==> src/rtl/sat_counter.sv <==
// Up-counter with synchronous clear that sticks at its all-ones value instead of wrapping.
module sat_counter #(
  parameter int WIDTH = 16
) (
  input  logic             clk,
  input  logic             reset,
  input  logic             clear,
  input  logic             inc,
  output logic [WIDTH-1:0] count
);

  always_ff @(posedge clk or negedge reset) begin
    if (!reset) begin
      count <= '0;
    end else if (clear) begin
      count <= '0;
    end else if (inc && (count != '1)) begin
      count <= count + WIDTH'(1);
    end
  end

endmodule

==> config.mk <==
export PLATFORM = sky130hd
export DESIGN_NAME = sat_counter
export DESIGN_NICKNAME = d
export VERILOG_FILES = /design/src/rtl/sat_counter.sv
export SDC_FILE = /design/constraint.sdc
export NUM_CORES = 1
export LEC_CHECK = 0
export CORE_MARGIN = 2
export CORE_UTILIZATION = 49
export CTS_CLUSTER_DIAMETER = 50
export DETAILED_ROUTE_END_ITERATION = 8
export GPL_ROUTABILITY_DRIVEN = 0
export PLACE_DENSITY = 0.77
export SETUP_SLACK_MARGIN = 0.15
export SLEW_MARGIN = 20
export SYNTH_ARGS = -nofsm -noshare
export SYNTH_HDL_FRONTEND = slang
export SYNTH_SLANG_ARGS = --single-unit
==> constraint.sdc <==
create_clock -name clk -period 2 [get_ports clk]
set_input_delay 0.5 -clock clk [delete_from_list [all_inputs] [get_ports clk]]
set_output_delay 0.5 -clock clk [all_outputs]
set_load 0.005 [all_outputs]
# Word level (Yosys, flattened, before mapping)
# Cells that the tools add are included.
[word_totals] register_bits=16 inputBits=4 out_inout_bits=16 elab_cells=7
[op_classes] addsub=1 eq_ne=1 n_mux=2 n_reduce_logical=2
[ops] operator="$mux 16" n=2
[ops] operator="$add 16x1->16 const B" n=1
[ops] operator="$ne 16x16->1 const B" n=1
[ops] operator="$reduce_bool 2->1" n=1
[ops] operator="$logic_and 1x1->1" n=1

# Longest topological paths before layout
[logic_depth] word_depth=4 ltp_mapped=6 depth_no_buf=5

# Least setup slack after synthesis
# No wires, ideal clock.
[synth_timing] path_type="flip-flop to flip-flop" start="reg count[0]" end="reg count[15]" setup_time_ns=0.128 arrival_ns=1.627 t_required_ns=1.872 slack_ns=0.245 path_stages_with_launch=6 path_buffers=0 synth_period_minus_slack_ns=1.755 path_cell_list="dfrtp_1 -> ha_1 -> nand4_2 -> nor4_4 -> nor4_1 -> mux2_1"
[synth_via] elab_chain_len=3 word_cells_on_any_way=6 classes_between="add/sub (1); eq/ne (1); mux (2); reduce/logical (2)"
[synth_rtl] element="start: declaration" line="9" text="output logic [WIDTH-1:0] count"
[synth_rtl] element="start signal: assignment" line="18" text="count <= count + WIDTH'(1);"
[synth_rtl] element="$add 16x1->16 or $ne 16x16->1 (tied branches)" line="18, 17"
[synth_rtl] element="$mux 16 or $logic_and 1x1->1 (tied branches)" line="17" text="end else if (inc && (count != '1)) begin"
[synth_rtl] element="$mux 16 or $reduce_bool 2->1 (tied branches)"
# Parallel ways exist; a longest one is shown, timed or not. The select of a mux whose other input is x is not followed.
# A chain may end at the register's enable or synchronous reset.

# Final worst setup path
[layout_timing] start="reg count[0]" end="out count[0]"
# No word-level cell between the ends.

==> key figures <==
Outcome
  – Status: finished clean

Synthesis
  – Leading post-synthesis cells by cell area: dfrtp_1 (42%), a21oi_1 (5.8%), o31ai_1 (5.6%)
  – Synth cell count leaders: dfrtp_1 (16), a21oi_1 (11), o31ai_1 (7)
  – Flops & latches, synth: 16
  – Syn_area_per_cell: 9.61 µm²
  – Syn_nets: approximately 100
  – Yosys Warn Count: 0
  – Cells after synthesis: 98
  – Post-synth EDFFs: 0
  – Asr flop ratio synth: 1.00
  – Register area share after synthesis: 0.425
  – Cell Area, Synth: 942 µm²
  – Cell accounting for the most synthesized area: dfrtp_1
  – Top-count cell post-synth: dfrtp_1
  – Main synth FF type: dfrtp_1
  – Yosys cell types: 28
  – Share of the synthesized area in the top cell type: 0.425

Timing
  – Period minus WS final: approximately 1900 ps
  – Fmax: 540 MHz
  – Setup ws final: approximately 150 ps
  – Final Max Tran Viols: 0
  – Worst Clk Skew: 3.62 ps
  – Setup violators final: 0
  – Worst-Margin Slew: 466 ps
  – Hold Vio Cnt, Final: 0
  – Max-slew headroom: 0.687
  – Tcrit/Tclk final: 0.925
  – Unrepaired setup endpoints after global routing: yes

Clock tree
  – Clock buffer depth: 2
  – TritonCTS clock tree: done
  – Worst skew pair latency: approximately 280 ps
  – TritonCTS buffer count: 3
  – H-tree levels: 1
  – CTS Root Buffer Type: clkbuf_4
  – Clk sinks: 16
  – CTS clk-pin slew, worst paths: 90 ps
  – Hold_buf cts: 0

Cells and area
  – Fin nets: 136
  – Share of cells above drive strength 1: 0.248
  – Synth-to-layout area growth: 38.8%
  – Post-route cell area: 1310 µm²
  – # fillers: 144
  – Biggest register: count
  – Biggest regs: count (16)
  – Antenna cells: 0
  – Largest register FFs: 16

Critical path
  – Worst setup path start: count[0]$_DFFE_PN0P_
  – Slowest cell on crit path: clkdlybuf4s50_1
  – Crit Reg-Reg Startpoint: count[0]$_DFFE_PN0P_
  – R2R Setup Slk: about 150 ps
  – CP Capture Type: output pin
  – Crit-path cells: buf_4 > clkdlybuf4s50_1
  – Crit Path Max Fanout: 5
  – Cell count of the worst reg-to-reg path: 5
  – Largest stage delay on the critical path: around 500 ps
  – Reg-to-Reg End: count[9]$_DFFE_PN0P_
  – WP data required: 1500 ps
  – WP data arrival: 1350 ps
  – End point of the critical path: count[0]
  – Critical path class: reg2out
  – Startpoint Class: register

Route
  – First DRT Iteration DRCs: 25
  – Routed vias: 952
  – Vias per cell: around 6.2
  – DRC viols: 0
  – Total wire length: 2390 µm
  – Drt first pass iters: 4
  – Mean routed wirelength per cell: about 16 µm
  – Post-DRT Antenna Nets: 0

Floorplan
  – Row cnt: 15
  – Starting density of the core: 0.534
  – Die Span Y: 47.9 µm
  – Width of the die: around 48 µm
  – Die area: 2290 µm²
  – I/O pin cnt: 20
  – Core outline area: around 1800 µm²

Global routing
  – Grt ovf: 0
  – Largest net degree at the start of global routing: 17
  – Initial antenna violation count: 0
  – First-pass GRT wire length: between 3000 and 4000 µm
  – Number of global-route vias before repair: 833
  – All-Layer GR Usage: 0.235

Power
  – LEAKAGE: a little over 0.5 nW
  – Worst VDD drop: ~0.00039 V
  – Power per Cell Area: 427 nW/µm²

Place
  – Place WS: -132 ps
  – DPL Wire Length: 1650 µm
  – Placed cell area: 1220 µm²
  – IO Port Bufs: 19

Worst hold path
  – Worst hold path type: in2async

Flow run
  – Max-cap violations: 0
-- area by class of cell --
class | count | area [µm²] | area share
flip-flops and latches | 16 | 404 | 0.309
repair buffers | 33 | 312 | 0.238
multi-input cells | 74 | 527 | 0.403
inverters | 3 | 11.3 | 0.00861
well taps | 25 | 31.3 | 0.0239
clock buffers | 3 | 22.5 | 0.0172
-- power by group --
group / total, mW / leakage, nW / switching, mW / internal [mW]
clock: 0.169 / 0.0138 / 0.0993 / 0.0699
combinational: 0.0593 / 0.286 / 0.0306 / 0.0287
sequential: 0.330 / 0.217 / 0.00406 / 0.326
total: 0.559 / 0.517 / 0.134 / 0.425
-- timing repair --
item                                    in CTS  in global routing
resized for setup                            1                  7
hold endpoints to repair                     0                  0
cloned                                       0                  0
setup buffers                                0                  4
pin swaps                                    1                  1
endpoints found under the setup margin       5                 11
-- metrics by stage --
stage | power [mW] | hold WS, ps | instances | TNS [ps] | util
floorplan | 0.354 | 204 | 98 | 0 | -
global placement | 0.387 | 577 | 147 | -148 | 0.694
detailed placement | 0.388 | 594 | 147 | -372 | 0.694
CTS | 0.559 | 520 | 150 | 0 | 0.709
global route | 0.586 | 524 | 154 | 0 | 0.741
finish | 0.559 | 520 | 154 | 0 | 0.741
-- worst min-delay path by stage --
stage / from / endpoint / slack (ps) / depth (start not counted)
after CTS: reset / count[15]$_DFFE_PN0P_ / 520 / 2
after global placement: count[14]$_DFFE_PN0P_ / count[14]$_DFFE_PN0P_ / 580 / 2
after global routing: reset / count[14]$_DFFE_PN0P_ / 520 / 2
after detailed placement: count[10]$_DFFE_PN0P_ / count[10]$_DFFE_PN0P_ / 590 / 2
after floorplan: reset / count[0]$_DFFE_PN0P_ / 200 / 0
final: reset / count[10]$_DFFE_PN0P_ / 520 / 2
-- worst max-delay path, delay by kind of cell (launching register included) --
family	cells	cell delay, ps
flip-flops	1	410
buffers and inverters	2	660
-- placed cells by master, fill, tap and decap left out --
| cell type | n |
|---|---|
| clkdlybuf4s50_1 | 19 |
| dfrtp_1 | 13 |
| buf_4 | 12 |
| a21oi_1 | 10 |
| o31ai_1 | 7 |
| nand4_1 | 6 |
| nand2_1 | 6 |
| or4_1 | 5 |
| nor2b_1 | 4 |
| nor2_1 | 4 |
| mux2_1 | 4 |
| inv_1 | 3 |
| nand3_1 | 3 |
| o21ai_1 | 3 |
| nor4_1 | 3 |
| clkbuf_4 | 3 |
| dfrtp_2 | 3 |
| or4_2 | 2 |
| or3_1 | 2 |
| and4_2 | 2 |
| and3_1 | 2 |
| nand4_2 | 1 |
| nor4_4 | 1 |
| a21oi_2 | 1 |
| nand3b_1 | 1 |
| o211ai_2 | 1 |
| nor4_2 | 1 |
| o21ai_0 | 1 |
| or3_2 | 1 |
| nor3_1 | 1 |
| a211oi_2 | 1 |
| ha_4 | 1 |
| buf_12 | 1 |
| buf_6 | 1 |
-- routing by layer --
| layer | up-vias | track usage | part of all wire |
|---|---|---|---|
| met5 | - | 0 | 0 |
| met4 | 0 | 0.108 | 0.013 |
| met3 | 4 | 0.0491 | 0.049 |
| met2 | 33 | 0.341 | 0.49 |
| met1 | 465 | 0.333 | 0.45 |
| li1 | 450 | - | - |
-- cells by family after synthesis --
family,after synthesis,share of synthesized area
AOI/OAI and AO/OA,24,0.162
adders and majority gates,1,0.0133
buffers and inverters,8,0.0398
DFF,16,0.425
muxes,4,0.0478
and+or+nand+nor,45,0.312
(Power assumes the default switching activity.)
